## config.mk

```make
export PLATFORM = sky130hd
export DESIGN_NAME = wb_bypass_pipe_flat
export DESIGN_NICKNAME = d
export VERILOG_FILES = /design/src/rtl/wb_pipe_pkg.sv /design/src/rtl/wb_bypass_pipe_if.sv /design/src/rtl/load_extend.sv /design/src/rtl/wb_bypass_pipe.sv /design/src/flat_wrapper.sv
export SDC_FILE = /design/constraint.sdc
export NUM_CORES = 1
export LEC_CHECK = 0
export CORE_MARGIN = 2
export CORE_UTILIZATION = 30
export DETAILED_ROUTE_END_ITERATION = 12
export SETUP_SLACK_MARGIN = 0.02
export SLEW_MARGIN = 20
export SYNTH_ARGS = -nofsm -noshare
export SYNTH_HDL_FRONTEND = slang
export SYNTH_SLANG_ARGS = --single-unit
```

## constraint.sdc

```tcl
create_clock -name clk -period 2.4 [get_ports clk]
set_input_delay 0.48 -clock clk [delete_from_list [all_inputs] [get_ports clk]]
set_output_delay 0.48 -clock clk [all_outputs]
set_load 0.03 [all_outputs]
```

## src/rtl/wb_pipe_pkg.sv

```systemverilog
// Shared encodings for the writeback bypass pipe: load sizes and load-slot FSM states.
package wb_pipe_pkg;

  localparam int unsigned XLEN_DEF = 64;
  localparam int unsigned RAW_DEF  = 5;

  typedef enum logic [1:0] {
    LS_B = 2'd0,
    LS_H = 2'd1,
    LS_W = 2'd2,
    LS_D = 2'd3
  } load_size_e;

  typedef enum logic [1:0] {
    S_IDLE = 2'd0,
    S_WAIT = 2'd1,
    S_DONE = 2'd2
  } state_e;

endpackage

```

## src/rtl/wb_bypass_pipe_if.sv

```systemverilog
// EXU / data-bus inputs and forwarding / register-file outputs of the bypass pipe.
interface wb_bypass_pipe_if
  import wb_pipe_pkg::*;
#(
  parameter int unsigned XLEN = XLEN_DEF,
  parameter int unsigned RAW  = RAW_DEF
);

  // EXU side
  logic            exu_valid;
  logic            exu_op_load;
  logic [RAW-1:0]  exu_rd;
  logic            exu_rf_we;
  logic [XLEN-1:0] exu_rd_dat;
  logic [1:0]      exu_load_size;
  logic            exu_load_unsigned;
  logic [2:0]      exu_addr_lo;
  logic            flush;

  // Data-bus load response
  logic            dbus_rvalid;
  logic [XLEN-1:0] dbus_rdata;

  logic            o_stall;

  // Forwarding listener buses
  logic            fwd_exu_op_load;
  logic [RAW-1:0]  fwd_exu_rd;
  logic            fwd_exu_rf_we;
  logic [XLEN-1:0] fwd_exu_rd_dat;

  logic            fwd_lsu_op_load;
  logic [RAW-1:0]  fwd_lsu_rd;
  logic            fwd_lsu_rf_we;
  logic [XLEN-1:0] fwd_lsu_rd_dat;
  logic [XLEN-1:0] fwd_lsu_lsu_dat;

  logic [RAW-1:0]  fwd_wb_rd;
  logic            fwd_wb_rf_we;
  logic [XLEN-1:0] fwd_wb_rd_dat;

  // Register-file write port
  logic            rf_we;
  logic [RAW-1:0]  rf_waddr;
  logic [XLEN-1:0] rf_wdat;

  modport slave (
    input  exu_valid, exu_op_load, exu_rd, exu_rf_we, exu_rd_dat,
           exu_load_size, exu_load_unsigned, exu_addr_lo, flush,
           dbus_rvalid, dbus_rdata,
    output o_stall,
           fwd_exu_op_load, fwd_exu_rd, fwd_exu_rf_we, fwd_exu_rd_dat,
           fwd_lsu_op_load, fwd_lsu_rd, fwd_lsu_rf_we, fwd_lsu_rd_dat, fwd_lsu_lsu_dat,
           fwd_wb_rd, fwd_wb_rf_we, fwd_wb_rd_dat,
           rf_we, rf_waddr, rf_wdat
  );

  modport master (
    output exu_valid, exu_op_load, exu_rd, exu_rf_we, exu_rd_dat,
           exu_load_size, exu_load_unsigned, exu_addr_lo, flush,
           dbus_rvalid, dbus_rdata,
    input  o_stall,
           fwd_exu_op_load, fwd_exu_rd, fwd_exu_rf_we, fwd_exu_rd_dat,
           fwd_lsu_op_load, fwd_lsu_rd, fwd_lsu_rf_we, fwd_lsu_rd_dat, fwd_lsu_lsu_dat,
           fwd_wb_rd, fwd_wb_rf_we, fwd_wb_rd_dat,
           rf_we, rf_waddr, rf_wdat
  );

endinterface

```

## src/rtl/load_extend.sv

```systemverilog
// Load byte-lane extraction and sign/zero extension from an aligned doubleword.
module load_extend
  import wb_pipe_pkg::*;
#(
  parameter int unsigned XLEN = XLEN_DEF
) (
  input  logic [XLEN-1:0] rdata_i,
  input  logic [1:0]      size_i,
  input  logic            unsigned_i,
  input  logic [2:0]      addr_lo_i,
  output logic [XLEN-1:0] result_o
);

  logic [2:0]      lane_c;
  logic [XLEN-1:0] shifted_c;
  logic            sx_c;

  // Align the addressed lane to bit 0, then extend from the access width
  always_comb begin
    case (load_size_e'(size_i))
      LS_B:    lane_c = addr_lo_i;
      LS_H:    lane_c = {addr_lo_i[2:1], 1'b0};
      LS_W:    lane_c = {addr_lo_i[2], 2'b00};
      default: lane_c = 3'd0;
    endcase
    shifted_c = rdata_i >> {lane_c, 3'b000};
    sx_c      = 1'b0;
    result_o  = shifted_c;
    case (load_size_e'(size_i))
      LS_B: begin
        sx_c     = ~unsigned_i & shifted_c[7];
        result_o = {{(XLEN-8){sx_c}}, shifted_c[7:0]};
      end
      LS_H: begin
        sx_c     = ~unsigned_i & shifted_c[15];
        result_o = {{(XLEN-16){sx_c}}, shifted_c[15:0]};
      end
      LS_W: begin
        sx_c     = ~unsigned_i & shifted_c[31];
        result_o = {{(XLEN-32){sx_c}}, shifted_c[31:0]};
      end
      default: result_o = shifted_c;
    endcase
  end

endmodule

```

## src/rtl/wb_bypass_pipe.sv

```systemverilog
// LSU and WB pipeline registers feeding the operand-forwarding buses and register-file write port.
module wb_bypass_pipe
  import wb_pipe_pkg::*;
#(
  parameter int unsigned XLEN = XLEN_DEF,
  parameter int unsigned RAW  = RAW_DEF
) (
  input  logic            clk,
  input  logic            rst_n,
  wb_bypass_pipe_if.slave bus
);

  state_e          state_q, state_d;

  logic            lsu_valid_q, lsu_valid_d;
  logic            lsu_rf_we_q, lsu_rf_we_d;
  logic            lsu_op_load_q, lsu_op_load_d;
  logic [RAW-1:0]  lsu_rd_q, lsu_rd_d;
  logic [XLEN-1:0] lsu_rd_dat_q, lsu_rd_dat_d;
  logic [XLEN-1:0] lsu_dat_q, lsu_dat_d;
  logic [1:0]      lsu_size_q, lsu_size_d;
  logic            lsu_unsigned_q, lsu_unsigned_d;
  logic [2:0]      lsu_addr_lo_q, lsu_addr_lo_d;

  logic            wb_valid_q, wb_valid_d;
  logic            wb_rf_we_q, wb_rf_we_d;
  logic [RAW-1:0]  wb_rd_q, wb_rd_d;
  logic [XLEN-1:0] wb_dat_q, wb_dat_d;

  logic            stall_c;
  logic            exu_live_c;
  logic            exu_load_c;
  logic            wb_we_c;
  logic [XLEN-1:0] ext_c;

  load_extend #(.XLEN(XLEN)) u_load_extend (
    .rdata_i    (bus.dbus_rdata),
    .size_i     (lsu_size_q),
    .unsigned_i (lsu_unsigned_q),
    .addr_lo_i  (lsu_addr_lo_q),
    .result_o   (ext_c)
  );

  // Stall while a load sits in LSU without its response; derived only from registers
  assign stall_c    = lsu_valid_q & lsu_op_load_q & (state_q != S_DONE);
  assign exu_live_c = bus.exu_valid & ~bus.flush;
  assign exu_load_c = exu_live_c & bus.exu_op_load;

  // Next-state for the load FSM and the LSU/WB pipeline registers
  always_comb begin
    state_d        = state_q;
    lsu_valid_d    = lsu_valid_q;
    lsu_rf_we_d    = lsu_rf_we_q;
    lsu_op_load_d  = lsu_op_load_q;
    lsu_rd_d       = lsu_rd_q;
    lsu_rd_dat_d   = lsu_rd_dat_q;
    lsu_dat_d      = lsu_dat_q;
    lsu_size_d     = lsu_size_q;
    lsu_unsigned_d = lsu_unsigned_q;
    lsu_addr_lo_d  = lsu_addr_lo_q;
    wb_valid_d     = wb_valid_q;
    wb_rf_we_d     = wb_rf_we_q;
    wb_rd_d        = wb_rd_q;
    wb_dat_d       = wb_dat_q;

    if (!stall_c) begin
      // Flushed or invalid EXU slots enter LSU as bubbles
      lsu_valid_d    = exu_live_c;
      lsu_rf_we_d    = exu_live_c & bus.exu_rf_we;
      lsu_op_load_d  = exu_load_c;
      lsu_rd_d       = bus.exu_rd;
      lsu_rd_dat_d   = bus.exu_rd_dat;
      lsu_size_d     = bus.exu_load_size;
      lsu_unsigned_d = bus.exu_load_unsigned;
      lsu_addr_lo_d  = bus.exu_addr_lo;
      wb_valid_d     = lsu_valid_q;
      wb_rf_we_d     = lsu_rf_we_q;
      wb_rd_d        = lsu_rd_q;
      wb_dat_d       = lsu_op_load_q ? lsu_dat_q : lsu_rd_dat_q;
    end else begin
      // Held LSU instruction must not write twice
      wb_valid_d = 1'b0;
      wb_rf_we_d = 1'b0;
    end

    case (state_q)
      S_IDLE, S_DONE: begin
        if (!stall_c) state_d = exu_load_c ? S_WAIT : S_IDLE;
      end
      S_WAIT: begin
        if (bus.dbus_rvalid) begin
          state_d   = S_DONE;
          lsu_dat_d = ext_c;
        end
      end
      default: state_d = S_IDLE;
    endcase
  end

  // State and pipeline registers
  always_ff @(posedge clk or negedge rst_n) begin
    if (!rst_n) begin
      state_q        <= S_IDLE;
      lsu_valid_q    <= 1'b0;
      lsu_rf_we_q    <= 1'b0;
      lsu_op_load_q  <= 1'b0;
      lsu_rd_q       <= '0;
      lsu_rd_dat_q   <= '0;
      lsu_dat_q      <= '0;
      lsu_size_q     <= 2'd0;
      lsu_unsigned_q <= 1'b0;
      lsu_addr_lo_q  <= 3'd0;
      wb_valid_q     <= 1'b0;
      wb_rf_we_q     <= 1'b0;
      wb_rd_q        <= '0;
      wb_dat_q       <= '0;
    end else begin
      state_q        <= state_d;
      lsu_valid_q    <= lsu_valid_d;
      lsu_rf_we_q    <= lsu_rf_we_d;
      lsu_op_load_q  <= lsu_op_load_d;
      lsu_rd_q       <= lsu_rd_d;
      lsu_rd_dat_q   <= lsu_rd_dat_d;
      lsu_dat_q      <= lsu_dat_d;
      lsu_size_q     <= lsu_size_d;
      lsu_unsigned_q <= lsu_unsigned_d;
      lsu_addr_lo_q  <= lsu_addr_lo_d;
      wb_valid_q     <= wb_valid_d;
      wb_rf_we_q     <= wb_rf_we_d;
      wb_rd_q        <= wb_rd_d;
      wb_dat_q       <= wb_dat_d;
    end
  end

  // x0 is hardwired, so writes to it are dropped at the port
  assign wb_we_c = wb_valid_q & wb_rf_we_q & (|wb_rd_q);

  assign bus.o_stall         = stall_c;

  assign bus.fwd_exu_op_load = bus.exu_op_load;
  assign bus.fwd_exu_rd      = bus.exu_rd;
  assign bus.fwd_exu_rf_we   = bus.exu_valid & bus.exu_rf_we & ~bus.flush;
  assign bus.fwd_exu_rd_dat  = bus.exu_rd_dat;

  assign bus.fwd_lsu_op_load = lsu_op_load_q;
  assign bus.fwd_lsu_rd      = lsu_rd_q;
  assign bus.fwd_lsu_rf_we   = lsu_valid_q & lsu_rf_we_q;
  assign bus.fwd_lsu_rd_dat  = lsu_rd_dat_q;
  assign bus.fwd_lsu_lsu_dat = lsu_dat_q;

  assign bus.fwd_wb_rd       = wb_rd_q;
  assign bus.fwd_wb_rf_we    = wb_we_c;
  assign bus.fwd_wb_rd_dat   = wb_dat_q;

  assign bus.rf_we           = wb_we_c;
  assign bus.rf_waddr        = wb_rd_q;
  assign bus.rf_wdat         = wb_dat_q;

endmodule

```

## src/flat_wrapper.sv

```systemverilog
// flat-port wrapper written by rule: the top's interface ports become plain ports
module wb_bypass_pipe_flat import wb_pipe_pkg::*;
#(
  parameter int unsigned XLEN = XLEN_DEF,
  parameter int unsigned RAW  = RAW_DEF
)
  (clk, rst_n, bus_exu_valid, bus_exu_op_load, bus_exu_rd, bus_exu_rf_we, bus_exu_rd_dat, bus_exu_load_size, bus_exu_load_unsigned, bus_exu_addr_lo, bus_flush, bus_dbus_rvalid, bus_dbus_rdata, bus_o_stall, bus_fwd_exu_op_load, bus_fwd_exu_rd, bus_fwd_exu_rf_we, bus_fwd_exu_rd_dat, bus_fwd_lsu_op_load, bus_fwd_lsu_rd, bus_fwd_lsu_rf_we, bus_fwd_lsu_rd_dat, bus_fwd_lsu_lsu_dat, bus_fwd_wb_rd, bus_fwd_wb_rf_we, bus_fwd_wb_rd_dat, bus_rf_we, bus_rf_waddr, bus_rf_wdat);
  wb_bypass_pipe_if #(.XLEN(XLEN), .RAW(RAW)) bus_i ();
  input  logic clk;
  input  logic rst_n;
  input wire logic [$bits(bus_i.exu_valid)-1:0] bus_exu_valid;
  input wire logic [$bits(bus_i.exu_op_load)-1:0] bus_exu_op_load;
  input wire logic [$bits(bus_i.exu_rd)-1:0] bus_exu_rd;
  input wire logic [$bits(bus_i.exu_rf_we)-1:0] bus_exu_rf_we;
  input wire logic [$bits(bus_i.exu_rd_dat)-1:0] bus_exu_rd_dat;
  input wire logic [$bits(bus_i.exu_load_size)-1:0] bus_exu_load_size;
  input wire logic [$bits(bus_i.exu_load_unsigned)-1:0] bus_exu_load_unsigned;
  input wire logic [$bits(bus_i.exu_addr_lo)-1:0] bus_exu_addr_lo;
  input wire logic [$bits(bus_i.flush)-1:0] bus_flush;
  input wire logic [$bits(bus_i.dbus_rvalid)-1:0] bus_dbus_rvalid;
  input wire logic [$bits(bus_i.dbus_rdata)-1:0] bus_dbus_rdata;
  output wire logic [$bits(bus_i.o_stall)-1:0] bus_o_stall;
  output wire logic [$bits(bus_i.fwd_exu_op_load)-1:0] bus_fwd_exu_op_load;
  output wire logic [$bits(bus_i.fwd_exu_rd)-1:0] bus_fwd_exu_rd;
  output wire logic [$bits(bus_i.fwd_exu_rf_we)-1:0] bus_fwd_exu_rf_we;
  output wire logic [$bits(bus_i.fwd_exu_rd_dat)-1:0] bus_fwd_exu_rd_dat;
  output wire logic [$bits(bus_i.fwd_lsu_op_load)-1:0] bus_fwd_lsu_op_load;
  output wire logic [$bits(bus_i.fwd_lsu_rd)-1:0] bus_fwd_lsu_rd;
  output wire logic [$bits(bus_i.fwd_lsu_rf_we)-1:0] bus_fwd_lsu_rf_we;
  output wire logic [$bits(bus_i.fwd_lsu_rd_dat)-1:0] bus_fwd_lsu_rd_dat;
  output wire logic [$bits(bus_i.fwd_lsu_lsu_dat)-1:0] bus_fwd_lsu_lsu_dat;
  output wire logic [$bits(bus_i.fwd_wb_rd)-1:0] bus_fwd_wb_rd;
  output wire logic [$bits(bus_i.fwd_wb_rf_we)-1:0] bus_fwd_wb_rf_we;
  output wire logic [$bits(bus_i.fwd_wb_rd_dat)-1:0] bus_fwd_wb_rd_dat;
  output wire logic [$bits(bus_i.rf_we)-1:0] bus_rf_we;
  output wire logic [$bits(bus_i.rf_waddr)-1:0] bus_rf_waddr;
  output wire logic [$bits(bus_i.rf_wdat)-1:0] bus_rf_wdat;
  assign bus_i.exu_valid = bus_exu_valid;
  assign bus_i.exu_op_load = bus_exu_op_load;
  assign bus_i.exu_rd = bus_exu_rd;
  assign bus_i.exu_rf_we = bus_exu_rf_we;
  assign bus_i.exu_rd_dat = bus_exu_rd_dat;
  assign bus_i.exu_load_size = bus_exu_load_size;
  assign bus_i.exu_load_unsigned = bus_exu_load_unsigned;
  assign bus_i.exu_addr_lo = bus_exu_addr_lo;
  assign bus_i.flush = bus_flush;
  assign bus_i.dbus_rvalid = bus_dbus_rvalid;
  assign bus_i.dbus_rdata = bus_dbus_rdata;
  assign bus_o_stall = bus_i.o_stall;
  assign bus_fwd_exu_op_load = bus_i.fwd_exu_op_load;
  assign bus_fwd_exu_rd = bus_i.fwd_exu_rd;
  assign bus_fwd_exu_rf_we = bus_i.fwd_exu_rf_we;
  assign bus_fwd_exu_rd_dat = bus_i.fwd_exu_rd_dat;
  assign bus_fwd_lsu_op_load = bus_i.fwd_lsu_op_load;
  assign bus_fwd_lsu_rd = bus_i.fwd_lsu_rd;
  assign bus_fwd_lsu_rf_we = bus_i.fwd_lsu_rf_we;
  assign bus_fwd_lsu_rd_dat = bus_i.fwd_lsu_rd_dat;
  assign bus_fwd_lsu_lsu_dat = bus_i.fwd_lsu_lsu_dat;
  assign bus_fwd_wb_rd = bus_i.fwd_wb_rd;
  assign bus_fwd_wb_rf_we = bus_i.fwd_wb_rf_we;
  assign bus_fwd_wb_rd_dat = bus_i.fwd_wb_rd_dat;
  assign bus_rf_we = bus_i.rf_we;
  assign bus_rf_waddr = bus_i.rf_waddr;
  assign bus_rf_wdat = bus_i.rf_wdat;
  wb_bypass_pipe #(.XLEN(XLEN), .RAW(RAW)) u_core (.clk(clk), .rst_n(rst_n), .bus(bus_i));
endmodule
```

==> flow_metrics.tcl <==
set metrics [dict create \
    status "finished clean" \
    netlist_instances 1261 \
    vias_per_cell 4.791 \
    wire_per_inst_um 20.24 \
    grt_max_degree 87 \
    die_h_um 196.6 \
    yosys_warnings 0 \
    skew_ns 0.01332 \
    fin_cells 2089 \
    hold_violations 0 \
    p_leak_nw 6.970 \
    gr-total-overflow 0 \
    finalInstanceArea_um2 16620 \
    p_sw_mw 5.569 \
    synth_nets 1407 \
    place_congestion 0.9002 \
    tightest_slew_ns 0.6527 \
    cts_tree "done" \
    dpl.hpwl_um 32210 \
    combPwrFrac_pct 37.7 \
    cp_data_arrival_time_ns 2.69 \
    die_area_um2 38660 \
    synth_common_cells "nand2_1, dfrtp_1, buf_4, mux2i_1, nor2_1" \
    ios 493 \
    place_area_um2 15660 \
    cts.clk_slew.worst_paths_ns 0.05 \
    worstSetupPathType "flop to flop" \
    grt_pass1_wl_um 63540 \
    synth_edf_count 0 \
    hp-class "input port to asynchronous set/reset pin" \
    multiInputGateArea_um2 4338 \
    post-synth-top-area-cell "dfrtp_1" \
    peakVddDrop_mv 0.4919 \
    ys_seq_elements 215 \
    fmax_ghz 0.4358 \
    htree_levels 1 \
    synth_ff_type "dfrtp_1" \
    internal-power_mw 9.211 \
    path_max_fanout 26 \
    yosysMostFrequentCell "nand2_1" \
    grt_pass1_vias 10010 \
    syn2layout_area_growth_pct 49.30 \
    antenna_left 0 \
    maxCapViolCount 0 \
    setup_violations 0 \
    port-buffer-count 492 \
    antenna_found_initial 7 \
    yosysSeqAreaShare_pct 48.33 \
    nets 1747 \
    clkSinkCount 215 \
    std_cell_rows 70 \
    via_count 10010 \
    power.density_nw_per_um2 889.3 \
    async_reset_ff_share_pct 100.0 \
    totalWireLength_um 42290 \
    post-route-period-util_pct 95.60 \
    rsz0062_at_grt "yes" \
    rr_startpoint "u_core.lsu_size_q[1]" \
    power_frac_seq_pct 34.3 \
    startpoint_type "flop" \
    cts_root_buffer "clkbuf_16" \
    first_pass_iters 5 \
    syn_avg_cell_area_um2 8.828 \
    die_w_um 196.6 \
    period_needed_ns 2.294 \
    relSlewSlack_pct 56.49 \
    slew_violations 0 \
    power_frac_clock_pct 28.0 \
    synth_cell_types 46 \
    dp.cells 2035 \
    synth_area_um2 11130 \
    r2r_cells 9 \
    clk_latency_ns 0.53 \
    drtIter0Drc 542 \
    cts_buffer_depth 3 \
    netlist_top_cells_area "dfrtp_1, nand2_1, buf_4" \
    crit_required_ns 2.80 \
    r2r-end "u_core.bus.fwd_lsu_lsu_dat[2]" \
    seq_area_um2 5384 \
    remaining_drc_errors 0 \
    swShare_pct 37.68 \
    start_util_pct 30.41 \
    synth_top_area_share_pct 48.33 \
    regToRegSetupSlack_ns 0.11 \
    fillCellCount 3535 \
    end_kind "flop" \
    grt_use_total_pct 21.46 \
    drive_gt1_share_pct 7.288 \
    design.core.area_um2 36610 \
    cts_buffers 27 \
]
[flip-flops by register name, indices dropped and copies added (netlist names)]
register / flops
u_core.bus.fwd_lsu_lsu_dat: 64
u_core.bus.fwd_lsu_rd_dat: 64
u_core.bus.fwd_wb_rd_dat: 64
u_core.bus.fwd_lsu_rd: 5
u_core.bus.fwd_wb_rd: 5
u_core.lsu_addr_lo_q: 3
u_core.lsu_size_q: 2
u_core.state_q: 2
u_core.bus.fwd_lsu_op_load: 1
u_core.lsu_rf_we_q: 1
u_core.lsu_unsigned_q: 1
u_core.lsu_valid_q: 1
u_core.wb_rf_we_q: 1
u_core.wb_valid_q: 1
[metal layers]
metal	routed length, um	GRT usage (%)	vias to the layer above	part of all wire, %
li1	-	-	4772	-
met1	17860	27.49	4802	42
met2	20810	37.67	368	49
met3	2795	4.620	56	6.6
met4	742	3.787	10	1.8
met5	76	0	-	0.18
[placed cells by master, fill, tap and decap left out, types with 2 or more instances in the layout]
master           netlist  routed
nand2_1              385     385
a31oi_1               56      56
a22oi_1                3       3
inv_1                  4       3
nand2b_1               7       7
clkdlybuf4s50_1        0     486
clkbuf_8               0       6
a211oi_1               7       7
o31ai_1                2       2
or3_1                  3       3
clkbuf_1              70       6
o22ai_1                8       8
and2_1                11      12
clkinv_2               0       3
mux2i_1               81      81
bufinv_16              0       3
diode_2                0       2
a21oi_1               25      25
o21ai_0               70      70
o211ai_1              12      12
buf_12                 0       8
nor4b_1                2       2
buf_4                141      40
clkinvlp_4             0       2
nor3_1                 3       3
nor2b_1                7       7
a221oi_1               5       5
a311oi_1               8       8
clkbuf_16              0      27
nor2_1                78      78
mux2_2                17      17
nand3_1                5       5
dfrtp_1              215     214
[cell type report]
cell class / count / area share, %
diodes: 2 / 0.03011
clock buffers: 39 / 4.698
clock inverters: 8 / 0.7227
inverters: 4 / 0.1882
multi-input cells: 814 / 26.10
flip-flops and latches: 215 / 32.39
well taps: 468 / 3.523
repair buffers: 539 / 32.34
[worst max path at each step]
stage	from	to	slack (ns)	cells after the start
final	u_core.lsu_size_q[1]	u_core.bus.fwd_lsu_lsu_dat[2]	0.11	9
after CTS	u_core.state_q[1]	bus_o_stall	0.04	5
after detailed placement	bus_dbus_rdata[63]	u_core.bus.fwd_lsu_lsu_dat[22]	-0.13	8
after global placement	bus_dbus_rdata[63]	u_core.bus.fwd_lsu_lsu_dat[27]	-0.08	8
after global routing	u_core.lsu_size_q[0]	u_core.bus.fwd_lsu_lsu_dat[61]	0.02	7
after floorplan	u_core.bus.fwd_lsu_op_load	bus_o_stall	0.09	7
[metrics by stage]
stage | setup WS [ns] | TNS, ns | util, % | hold slack [ns] | power, mW
2_1_floorplan | 0.09116 | 0 | - | 0.1844 | 8.126
3_3_place_gp | -0.08218 | -2.624 | 42.78 | 0.4474 | 10.72
3_5_place_dp | -0.1276 | -2.520 | 42.78 | 0.4514 | 10.77
4_1_cts | 0.03632 | 0 | 45.26 | 0.4657 | 14.98
5_1_grt | 0.01896 | 0 | 45.38 | 0.4832 | 15.48
6_report | 0.1056 | 0 | 45.40 | 0.4771 | 14.78
[power by group through the flow]
stage          sequential (mW)  combinational (mW)  clock [mW]
2_1_floorplan             6.19                1.93           0
3_3_place_gp              5.15                5.56           0
3_5_place_dp              5.17                5.60           0
4_1_cts                   5.12                5.62        4.24
5_1_grt                   5.19                5.90        4.39
6_report                  5.07                5.58        4.13
[worst max-delay path: stages, from the launching register on]
cell and delay (ns):
dfrtp_1 0.34, buf_4 0.20, buf_4 0.32, nor2b_1 0.08, buf_4 0.22, and2_1 0.20, a211oi_1 0.34, a311oi_1 0.12
a31oi_1 0.23, a21oi_1 0.11
[logic make-up after synthesis]
group | count (synthesis) | share of synthesized area (%)
AND/OR/NAND/NOR | 506 | 18.01
flip-flops | 215 | 48.33
AO/OA/AOI/OAI | 209 | 11.62
multiplexers | 99 | 9.205
buffers and inverters | 232 | 12.84
[repair_timing]
| action | in CTS | in global routing |
|---|---|---|
| gates resized for setup | 12 | 5 |
| cloned | 0 | 0 |
| hold buffers | 1 | 0 |
| setup buffers | 0 | 4 |
| pin swaps | 0 | 1 |
| endpoints found under the hold margin | 50 | 0 |
| setup endpoints to repair | 3 | 21 |
No activity file was read; power rests on OpenSTA's default activity.
